<file path="config.mk">
export PLATFORM = sky130hd
export DESIGN_NAME = alu32_nibble_seq
export DESIGN_NICKNAME = d
export VERILOG_FILES = /design/src/rtl/alu32_nibble_seq_pkg.sv /design/src/rtl/alu32_nibble_seq_cla4_ov.sv /design/src/rtl/alu32_nibble_seq.sv
export SDC_FILE = /design/constraint.sdc
export NUM_CORES = 1
export LEC_CHECK = 0
export BUFFER_PORTS_ARGS = -buffer_cell sky130_fd_sc_hd__clkbuf_2
export CAP_MARGIN = 20
export CORE_MARGIN = 2
export CORE_UTILIZATION = 46
export DETAILED_ROUTE_END_ITERATION = 6
export HOLD_SLACK_MARGIN = 0.15
export PLACE_DENSITY = 0.8
export SLEW_MARGIN = 20
export SYNTH_ARGS = -nofsm -noshare
export SYNTH_HDL_FRONTEND = slang
export SYNTH_SLANG_ARGS = --single-unit
export TNS_END_PERCENT = 5
</file>
<file path="constraint.sdc">
create_clock -name clk -period 6.68 [get_ports clk]
set_input_delay 1.002 -clock clk [delete_from_list [all_inputs] [get_ports clk]]
set_output_delay 1.002 -clock clk [all_outputs]
set_load 0.01 [all_outputs]
</file>
<file path="src/rtl/alu32_nibble_seq_pkg.sv">
// Shared definitions for the nibble-serial add/subtract unit:
// the FSM state encodings and the operation select encodings.
package alu32_nibble_seq_pkg;

  typedef enum logic [1:0] {
    IDLE = 2'b00,
    RUN  = 2'b01,
    DONE = 2'b10
  } state_e;

  localparam logic ALU_ADD = 1'b0;
  localparam logic ALU_SUB = 1'b1;

endpackage

</file>
<file path="src/rtl/alu32_nibble_seq_cla4_ov.sv">
// 4-bit carry-lookahead adder that also exposes the carry into bit 3,
// so the caller can derive signed overflow as c3 ^ co.
module cla4_ov (
  input  logic [3:0] a,
  input  logic [3:0] b,
  input  logic       ci,
  output logic [3:0] s,
  output logic       c3,
  output logic       co
);

  logic [3:0] g_s;
  logic [3:0] p_s;
  logic [4:0] c_s;

  // Generate/propagate terms and flattened lookahead carries
  always_comb begin
    g_s    = a & b;
    p_s    = a ^ b;
    c_s[0] = ci;
    c_s[1] = g_s[0] | (p_s[0] & ci);
    c_s[2] = g_s[1] | (p_s[1] & g_s[0]) | (p_s[1] & p_s[0] & ci);
    c_s[3] = g_s[2] | (p_s[2] & g_s[1]) | (p_s[2] & p_s[1] & g_s[0])
           | (p_s[2] & p_s[1] & p_s[0] & ci);
    c_s[4] = g_s[3] | (p_s[3] & g_s[2]) | (p_s[3] & p_s[2] & g_s[1])
           | (p_s[3] & p_s[2] & p_s[1] & g_s[0])
           | (p_s[3] & p_s[2] & p_s[1] & p_s[0] & ci);
    s      = p_s ^ c_s[3:0];
    c3     = c_s[3];
    co     = c_s[4];
  end

endmodule

</file>
<file path="src/rtl/alu32_nibble_seq.sv">
// Nibble-serial WIDTH-bit adder/subtractor: one shared 4-bit CLA pass per
// cycle, NIBBLES passes per operation, with registered result and NZCV flags.
module alu32_nibble_seq
  import alu32_nibble_seq_pkg::*;
#(
  parameter int WIDTH = 32
) (
  input  logic             clk,
  input  logic             reset,
  input  logic             start,
  input  logic             op,
  input  logic [WIDTH-1:0] a,
  input  logic [WIDTH-1:0] b,
  output logic             busy,
  output logic             done,
  output logic [WIDTH-1:0] result,
  output logic             flag_c,
  output logic             flag_v,
  output logic             flag_n,
  output logic             flag_z
);

  localparam int NIBBLES = WIDTH / 4;
  localparam int CNT_W   = (NIBBLES > 1) ? $clog2(NIBBLES) : 1;
  localparam logic [CNT_W-1:0] LAST_CNT = CNT_W'(NIBBLES - 1);

  state_e           state_r;
  state_e           state_nxt_s;
  logic             load_s;
  logic             step_s;
  logic             last_s;
  logic [WIDTH-1:0] a_r;
  logic [WIDTH-1:0] b_r;
  logic             op_r;
  logic [CNT_W-1:0] cnt_r;
  logic             carry_r;
  logic [3:0]       a_nib_s;
  logic [3:0]       b_nib_s;
  logic [3:0]       sum_s;
  logic             c3_s;
  logic             co_s;
  logic [WIDTH-1:0] result_nxt_s;

  // State register
  always_ff @(posedge clk) begin
    if (reset) begin
      state_r <= IDLE;
    end else begin
      state_r <= state_nxt_s;
    end
  end

  // Next-state and datapath control; start is only honoured outside RUN
  always_comb begin
    state_nxt_s = state_r;
    load_s      = 1'b0;
    step_s      = 1'b0;
    last_s      = 1'b0;
    case (state_r)
      IDLE: begin
        if (start) begin
          state_nxt_s = RUN;
          load_s      = 1'b1;
        end else begin
          state_nxt_s = IDLE;
        end
      end
      RUN: begin
        step_s = 1'b1;
        if (cnt_r == LAST_CNT) begin
          last_s      = 1'b1;
          state_nxt_s = DONE;
        end else begin
          state_nxt_s = RUN;
        end
      end
      DONE: begin
        if (start) begin
          state_nxt_s = RUN;
          load_s      = 1'b1;
        end else begin
          state_nxt_s = IDLE;
        end
      end
      default: begin
        state_nxt_s = IDLE;
      end
    endcase
  end

  // Current nibble selection; subtraction inverts b and injects carry-in 1
  always_comb begin
    a_nib_s      = a_r[{cnt_r, 2'b00} +: 4];
    b_nib_s      = b_r[{cnt_r, 2'b00} +: 4] ^ {4{op_r == ALU_SUB}};
    result_nxt_s = result;
    result_nxt_s[{cnt_r, 2'b00} +: 4] = sum_s;
  end

  cla4_ov u_cla4 (
    .a  (a_nib_s),
    .b  (b_nib_s),
    .ci (carry_r),
    .s  (sum_s),
    .c3 (c3_s),
    .co (co_s)
  );

  // Operand latch, nibble accumulation, flags and registered status outputs
  always_ff @(posedge clk) begin
    if (reset) begin
      a_r     <= {WIDTH{1'b0}};
      b_r     <= {WIDTH{1'b0}};
      op_r    <= 1'b0;
      cnt_r   <= {CNT_W{1'b0}};
      carry_r <= 1'b0;
      result  <= {WIDTH{1'b0}};
      flag_c  <= 1'b0;
      flag_v  <= 1'b0;
      flag_n  <= 1'b0;
      flag_z  <= 1'b0;
      busy    <= 1'b0;
      done    <= 1'b0;
    end else begin
      busy <= (state_nxt_s == RUN);
      done <= (state_nxt_s == DONE);
      if (load_s) begin
        a_r     <= a;
        b_r     <= b;
        op_r    <= op;
        cnt_r   <= {CNT_W{1'b0}};
        carry_r <= op;
      end else if (step_s) begin
        result  <= result_nxt_s;
        carry_r <= co_s;
        cnt_r   <= cnt_r + CNT_W'(1);
        if (last_s) begin
          flag_c <= co_s;
          flag_v <= c3_s ^ co_s;
          flag_n <= result_nxt_s[WIDTH-1];
          flag_z <= (result_nxt_s == {WIDTH{1'b0}});
        end else begin
          flag_c <= flag_c;
        end
      end else begin
        cnt_r <= cnt_r;
      end
    end
  end

endmodule

</file>
==> results of run 1 <==
cell families (layout without fill, tap and decap cells):
group           count (synthesis)  count (layout)
compound gates                129             129
xor+xnor                        8               8
fa+ha+maj                      13              13
buf+inv                        51             134
flops                         109             109
mux                            27              27
simple gates                  278             278
path summary, 6_finish.rpt:
path,startpoint,end,cells past startpoint
setup / recovery,cnt_r[0],flag_n,10
hold / removal,a_r[24],a_r[24],2
setup reg to reg,cnt_r[0],flag_n,10
hold reg to reg,a_r[24],a_r[24],2
sequential cells by signal, summed over array words and instances (netlist names):
name and cells:
a_r 32, busy 1, b_r 32, result 32
flag_n 1, done 1, flag_z 1, flag_c 1
state_r 2, cnt_r 3, flag_v 1, op_r 1
carry_r 1
layer usage:
layer	wire, um	vias up
met1	5700	2203
met5	0	-
met2	6430	151
li1	-	2257
met4	246	0
met3	657	19
power by group:
| group | internal (W) | switching [W] |
|---|---|---|
| clock network | 0.000225 | 0.000232 |
| logic | 0.0000772 | 0.000116 |
| registers | 0.000677 | 0.0000221 |
| total | 0.000979 | 0.000370 |
placed cells by master (no fill, tap or decap), drive strengths merged, types with 2 or more instances in the layout:
cell     Yosys  layout
bufinv       0       2
o21ai        8       8
inv         10      12
clkbuf      29     114
nand4        3       3
nand2b       8       8
or4          3       3
ha          12      12
mux2i       11      11
and2         3       3
a21oi      101     101
nand2      162     162
a2111oi      2       2
dfxtp      109     109
o32ai        2       2
a211oi       5       5
xor2         2       2
buf         12       4
mux4        16      16
nor2        53      53
nand3       15      15
a22oi        2       2
nor2b        3       3
nor3        15      15
nor4         9       9
xnor2        6       6
per-stage QoR:
stage / hold WS (ps) / setup slack (ps)
floorplan: 433 / 3160
global placement: 441 / 2810
detailed placement: 447 / 2740
CTS: 461 / 2720
global route: 480 / 2420
finish: 459 / 2710
worst register-to-register path, cell delays in order, from the launching register on:
cell and delay [ps]:
dfxtp_2 910, mux4_2 600, mux2i_1 170, xnor2_1 200, ha_1 320, a211oi_1 280
o21bai_1 180, xnor2_1 620, nor2_1 230, a22oi_1 230, a211oi_1 100
final cells by class:
class,instances,area [um2],share of cell area (%)
Sequential cell,109,2180,37.6
Clock buffer,10,138,2.37
Clock inverter,6,92.6,1.59
Multi-Input combinational cell,455,2630,45.3
Tap cell,140,175,3.02
Timing Repair Buffer,108,551,9.48
Inverter,10,37.5,0.646
==> impl_results.md, run 1 <==
- Via density: about 5.5
- Die Y-Extent: between 100 and 150 um
- # resized after CTS: 0
- Row count: 38
- Gr busiest metal: met2
- Placed cells: approximately 820
- Post-synthesis simple-gate area fraction: roughly a quarter
- Final wirelength: between 10000 and 15000 um
- Post-Syn Nets: around 700
- Average cell area after synthesis: 8.14 um2
- Drt initial violations: between 300 and 400
- Top_reg_cell synth: dfxtp_1
- Yosys top cell by area: dfxtp_1
- Post-layout instance area: roughly 5800 um2
- Largest stage delay, worst path: ~910 ps
- Initial Util: 46.6%
- CP top delay family: flip-flops
- Die area: between 10000 and 15000 um2
- Total power: 0.00135 W
- Reg clk slew, reported paths: about 100 ps
- Clk Latency, worst-skew pair: 380 ps
- I/O pin cnt: between 100 and 150
- Hold Path Class: reg2reg
- RSZ-0062 raised after global routing: false
- Slowest CP cell: dfxtp_2
- Arrival time worst endpoint: between 4000 and 5000 ps
- Port Buf Inserts: 105
- Fin nets: 774
- # diodes: 0
- Via count: ~4600
- Vias in the first global route: between 4000 and 5000
- Root buf cell: clkbuf_8
- R2r setup slk: 2710 ps
- Compound-Gate Fraction of Synth Area: between 10% and 20%
- FFs w/ async S/R, synth: 0%
- Xor and xnor area share after synthesis: under 10%
- Adder-Cell Fraction of Synth Area: 3.40%
- Floorplan Core Area: ~11000 um2
- Worst Path Required: around 6900 ps
- Mux cell area share after synthesis: under 10%
- Initial antenna violation count: 0
- CP Class: reg2reg
- Worst rel slew slack: a little over a quarter
- Seq/Total Area, Yosys: between 40% and 50%
- Worst-Margin Slew: about 1100 ps
- Max Cap Viol: 0
- Post-synth top cells: nand2_1, dfxtp_1, a21oi_1
- Hold Fails Final Rpt: 0
- GRT Total Usage: 23.5%
- Max Freq: roughly 250 MHz
- Power per standard cell area: roughly 230 nW/um2
- Buf+Inv Stages, Crit Path: 0
- Finished Layout Cells: about 840
- Yosys reg bits: ~110
- Synth top area cells: dfxtp_1, nand2_1, a21oi_1
- Hold buffers post-CTS: 0
- Cells after Synth: around 600
- DP HPWL: 9440 um
- Mean routed wirelength per cell: between 15 and 20 um
- Synth Cell Area: between 5000 and 6000 um2
- Sum Neg Setup Slack: 0 ps
- Final setup violation count: 0
- GR met3 Demand/Resource: 3.80%
- Warnings from Yosys: 0
- Minimum clock period: roughly 4000 ps
- CTS tree: done
- Library cells used by synthesis: 46
- Final period util: just under 60%
- DRT antenna net count: 0
- EDFF count, synth: 0
- Combinational family with the most area after synthesis: simple AND/OR/NAND/NOR gates
- Residual DRC: 0
- Share of cells above drive strength 1: about a fifth
- GRT met1 Usage: between 20 and 30%
- Util after Layout: 54.1%
- Worst VDD drop: ~130 uV
- FILL cells: approximately 1000
- Fin. max-slew vios: 0
- CP max FO: 31
- Max Root-Sink Buffers: 2
- GR Layer Usage met2: 40.3%
- Area growth, synth to finish: 16.0%
- Max Clock Skew: between 9 and 10 ps
- DRT Pass-1 Iters: 5
- Crit start category: register
- Post-CTS Setup Repair Bufs: 0
- H-tree levels: 3
- CTS Sinks: 109
- Crit path cell chain: mux4_2, mux2i_1, xnor2_1, ha_1, a211oi_1, o21bai_1, xnor2_1, nor2_1, a22oi_1, a211oi_1
- Post-synth top area share: between 40% and 50%
- Placer Congestion: approximately 0.9
- Leakage Power: 2.34 nW
- Most frequent cell after synthesis: nand2_1
- Die Span X: 108 um
- Placed Area: roughly 5600 um2
- CTS Buf Count: 9
- Run status: finished clean
- First-pass GRT wire length: around 22000 um
- Largest net degree at the start of global routing: 67
- CP endpoint kind: register
- Grt total ovfl: 0
(Power assumes the default switching activity.)
==> inputs of run 2 (changes only) <==
ABC_AREA = 1   (was default)
PLACE_DENSITY = 0.82   (was 0.8)
clock period = 3.2 ns   (was 6.68 ns; I/O delays follow)
==> impl_results.md, run 2 <==
- First-pass GRT wire length: approximately 23000 um
- Reg clk slew, reported paths: ~80 ps
- Worst Path Required: approximately 3500 ps
- Via density: about 5.3
- CTS Buf Count: 9
- RSZ-0062 raised after global routing: true
- Post-synthesis simple-gate area fraction: approximately 30%
- CP max FO: 19
- Placed cells: just over 1000
- Largest net degree at the start of global routing: 68
- Run status: finished clean
- Crit start category: register
- Synth Cell Area: roughly 5400 um2
- Root buf cell: clkbuf_16
- Synth top area cells: dfxtp_1, nor2_1, o21ai_0
- Initial Util: between 40% and 50%
- Total power: between 0.003 and 0.004 W
- I/O pin cnt: between 100 and 150
- Mux cell area share after synthesis: 0%
- Worst rel slew slack: roughly 49%
- Most frequent cell after synthesis: nor2_1
- Seq/Total Area, Yosys: between 40 and 50%
- Final wirelength: 14300 um
- CTS tree: done
- Minimum clock period: about 3100 ps
- Arrival time worst endpoint: 3360 ps
- CP endpoint kind: register
- Library cells used by synthesis: 35
- Yosys top cell by area: dfxtp_1
- Die Y-Extent: 113 um
- Fin. max-slew vios: 0
- Floorplan Core Area: between 10000 and 15000 um2
- Max Root-Sink Buffers: 2
- Hold Path Class: in2reg
- Average cell area after synthesis: ~6.8 um2
- CP top delay family: simple AND/OR/NAND/NOR gates
- CTS Sinks: roughly 110
- Hold buffers post-CTS: 0
- Compound-Gate Fraction of Synth Area: ~19%
- DP HPWL: about 10000 um
- Area growth, synth to finish: 20.5%
- Xor and xnor area share after synthesis: less than 1%
- Final period util: 95.9%
- Hold Fails Final Rpt: 0
- Commonest cells after routing, fill and taps aside: nor2_1, nand2_1, o21ai_0
- Share of cells above drive strength 1: between 20% and 30%
- Power per standard cell area: 531 nW/um2
- Combinational family with the most area after synthesis: simple AND/OR/NAND/NOR gates
- # diodes: 0
- Initial antenna violation count: 0
- Grt total ovfl: 0
- Cells after Synth: around 800
- Worst VDD drop: around 320 uV
- Warnings from Yosys: 0
- EDFF count, synth: 0
- CP Class: reg2reg
- Drt initial violations: around 370
- Slowest CP cell: fa_1
- GRT Total Usage: a little over a fifth
- Crit path cell chain: buf_12, o21ai_2, o22ai_1, nand2_1, o221ai_2, xor2_1, inv_1, fa_1, nor2_2, nand3_2, nand3_2, nand2_2, nand3_1, nor2_1, nand2_1, nor2_1, nand2_1, nor2_1, nand4_1, a21oi_1
- Top_reg_cell synth: dfxtp_1
- Finished Layout Cells: just over 1000
- Largest registers: a_r: 32 flops, b_r: 32 flops, result: 32 flops
- Max Clock Skew: ~14 ps
- Post-synth top cells: nor2_1, nand2_1, o21ai_0
- Util after Layout: between 50 and 60%
- Clk Latency, worst-skew pair: 360 ps
- Largest stage delay, worst path: approximately 590 ps
- Row count: 39
- Final setup violation count: 0
- Fin nets: around 970
- Residual DRC: 0
- Vias in the first global route: 4864
- Max Cap Viol: 0
- Port Buf Inserts: about 110
- Mean routed wirelength per cell: 13.8 um
- H-tree levels: 3
- Hold WS: 358 ps
- FFs w/ async S/R, synth: 0%
- Adder-Cell Fraction of Synth Area: about 3.1%
- Worst-Margin Slew: approximately 760 ps
- Max Freq: roughly 330 MHz
- Die Span X: between 100 and 150 um
- Most common cell after layout, fill and taps aside: nor2_1
- DRT Pass-1 Iters: 5
- Yosys reg bits: between 100 and 150
- Post-Syn Nets: approximately 880
- Via count: about 5500
- Leakage Power: around 3 nW
- Post-synth top area share: about two fifths
- Placer Congestion: about 0.96
- Buf+Inv Stages, Crit Path: 2
- DRT antenna net count: 0
- Die area: about 13000 um2
run 2: timing repair:
| item | in CTS | in global routing |
|---|---|---|
| endpoints found under the setup margin | 0 | 7 |
| resized for setup | 0 | 40 |
| buffers inserted | 0 | 5 |
run 2: worst paths after layout:
path	start	end	slack (ps)	depth (start not counted)
hold reg to reg	a_r[4]	a_r[4]	480	2
setup / recovery	cnt_r[1]	flag_z	130	20
setup reg to reg	cnt_r[1]	flag_z	130	20
hold / removal	b[14]	b_r[14]	360	3
run 2: cell families (layout without fill, tap and decap cells):
kind of cell               after synthesis  in the layout
buffers and inverters                  105            201
adders and majority gates               13             13
xor gates and xnor gates                 4              4
DFF                                    109            109
and+or+nand+nor                        382            382
AOI/OAI and AO/OA                      183            183
run 2: worst min-delay path, cell delays in order:
cell and delay (ps):
clkbuf_2 70, o21ai_0 70, nor2_1 70
run 2: power breakdown:
part	switching, W	internal, W
combinational	0.000517	0.000310
sequential	0.0000671	0.00146
clock	0.000557	0.000554
total	0.00114	0.00233
run 2: layout make-up:
type                       instances  area [um2]
fill                            1052        4940
multi-input combinational        582        2870
sequential                       109        2190
timing repair buffer             126         746
inverter                          58         231
clock buffer                       9         225
tap                              143         179
clock inverter                     7        77.6
timing repair inverter             1        5.00
run 2: metrics by stage:
step	area [um2]	setup TNS, ps	worst slack [ps]
final	6530	0	131
after global routing	6530	-85.1	-85.1
after global placement	6060	0	161
after detailed placement	6060	0	108
after CTS	6370	0	85.5
after floorplan	5420	0	180
run 2: per-layer routing:
metal,wire [um],up-vias,global-route usage (%)
li1,-,2782,-
met1,6370,2462,29.0
met2,6500,218,35.1
met3,986,44,4.81
met4,412,0,8.62
met5,0,-,0
==> inputs of run 3 (changes only) <==
PLACE_DENSITY = 0.79   (was 0.82)
clock period = 3.1 ns   (was 3.2 ns; I/O delays follow)
==> impl_results.md, run 3 (synthesized netlist as in run 2, its figures left out) <==
- Reg power frac: between 40 and 50%
- Max Root-Sink Buffers: 2
- Fin nets: about 970
- Seq. cell area: 2180 um2
- Final setup violation count: 0
- Die Span X: approximately 110 um
- Mean routed wirelength per cell: 13.6 um
- Largest net degree at the start of global routing: 68
- Placed Area: approximately 6000 um2
- H-tree levels: 3
- Crit path cell chain: buf_8, o21ai_0, o22ai_1, o21ai_0, xor2_1, ha_1, a21oi_1, nand2_1, nand2_1, nand2_1, nand3_1, nand2_1, o21ai_0, nand3_1, nor2_1, nand4_1, a21oi_1
- Final wirelength: 14000 um
- RSZ-0062 raised after global routing: true
- GRT met1 Usage: 29.7%
- CP Class: reg2reg
- Clk Latency, worst-skew pair: about 350 ps
- Worst VDD drop: approximately 280 uV
- Hold Path Class: in2reg
- # diodes: 0
- PnR worst setup slack: just under 80 ps
- Worst rel slew slack: between 50 and 60%
- Pre-CTS setup slack: approximately 140 ps
- Util after Layout: 55.9%
- Port Buf Inserts: between 100 and 150
- Die area: about 13000 um2
- Via density: 5.24
- DRT Pass-1 Iters: 7
- Share of cells above drive strength 1: a little under a fifth
- Vias in the first global route: roughly 4800
- CP top delay family: compound AO/OA/AOI/OAI gates
- CTS Sinks: ~110
- Buf+Inv Stages, Crit Path: 1
- Worst Path Required: between 3000 and 4000 ps
- First-pass GRT wire length: roughly 23000 um
- Worst-Margin Slew: between 600 and 700 ps
- Residual DRC: 0
- Area growth, synth to finish: 18.3%
- Largest registers: a_r: 32 flops, b_r: 32 flops, result: 32 flops
- Floorplan Core Area: 11500 um2
- Reg clk slew, reported paths: around 70 ps
- Gr busiest metal: met2
- Arrival time worst endpoint: ~3300 ps
- CP endpoint kind: register
- Sw frac: 31.1%
- Post-layout instance area: roughly 6400 um2
- Run status: finished clean
- Power per standard cell area: 559 nW/um2
- Via count: 5410
- FILL cells: approximately 1100
- Max Clock Skew: between 10 and 15 ps
- Commonest cells after routing, fill and taps aside: nor2_1, nand2_1, o21ai_0
- Clock power frac: between 30% and 40%
- Final period util: roughly 98%
- Slowest CP cell: dfxtp_2
- Drt initial violations: slightly above 400
- Row count: 39
- Die Y-Extent: 113 um
- Fin. max-slew vios: 0
- GR met3 Demand/Resource: under 10%
- Crit start category: register
- GR Layer Usage met2: between 30 and 40%
- Area of the multi-input gates: 2810 um2
- Leakage Power: about 3.0 nW
- Max Cap Viol: 0
- Initial antenna violation count: 0
- Minimum clock period: between 3000 and 4000 ps
- I/O pin cnt: 106
- Hold Fails Final Rpt: 0
- CP most frequent cell: nand2_1
- Root buf cell: clkbuf_16
- GRT Total Usage: about 22%
- CP max FO: 17
- Max Freq: roughly 330 MHz
- Psw: around 0.0011 W
- Placer Congestion: around 0.97
- Most common cell after layout, fill and taps aside: nor2_1
- CTS Buf Count: 9
- P_int: 0.00247 W
- Largest stage delay, worst path: 350 ps
- DRT antenna net count: 0
- Comb pwr share: around 22%
- Initial Util: a little under half
- Grt total ovfl: 0
- DP HPWL: 10200 um
- CTS tree: done
==> run 3: power groups by stage <==
stage	clock network, W	registers (W)	logic [W]
5_1_grt	0.00129	0.00159	0.000904
3_3_place_gp	0	0.00161	0.000768
3_5_place_dp	0	0.00161	0.000781
4_1_cts	0.00122	0.00158	0.000787
2_1_floorplan	0	0.00160	0.000558
6_report	0.00120	0.00158	0.000800
==> run 3: final timing paths <==
check / slack, ps / end / from / depth (start not counted)
max: 80 / flag_z / cnt_r[0] / 17
min: 360 / a_r[28] / a[28] / 3
max reg2reg: 80 / flag_z / cnt_r[0] / 17
min reg2reg: 480 / b_r[6] / b_r[6] / 2
==> run 3: layout make-up <==
cell class                 instances  area share [%]
multi-input combinational        582            43.9
sequential                       109            34.1
timing repair buffer             125            10.8
clock buffer                      10            3.73
inverter                          58            3.51
tap                              143            2.79
clock inverter                     6            1.21
==> run 3: worst register-to-register path: stages (launching register included) <==
cell and delay (ps):
dfxtp_2 350, buf_8 150, o21ai_0 160, o22ai_1 100, o21ai_0 290, xor2_1 210
ha_1 310, a21oi_1 220, nand2_1 80, nand2_1 90, nand2_1 100, nand3_1 160
nand2_1 60, o21ai_0 150, nand3_1 130, nor2_1 120, nand4_1 120, a21oi_1 130
==> run 3: timing repair <==
item                       4_1_cts  5_1_grt
hold buffers                     0        0
gates resized for setup          0       12
setup endpoints to repair        0        4
setup buffers                    0        3
==> run 3: per-stage QoR <==
step	hold WS (ps)	cells	power (W)	setup TNS, ps
after global placement	462	1014	0.00238	0
final	358	1033	0.00358	0
after global routing	378	1033	0.00378	-135
after floorplan	449	796	0.00216	0
after detailed placement	469	1014	0.00239	0
after CTS	355	1030	0.00358	0
==> run 3: per-layer routing <==
metal	routed length (um)	vias to the layer above	share of wire (%)
met1	6410	2433	46
met4	250	0	1.8
li1	-	2774	-
met2	6520	182	46
met3	848	21	6.0
met5	0	-	0
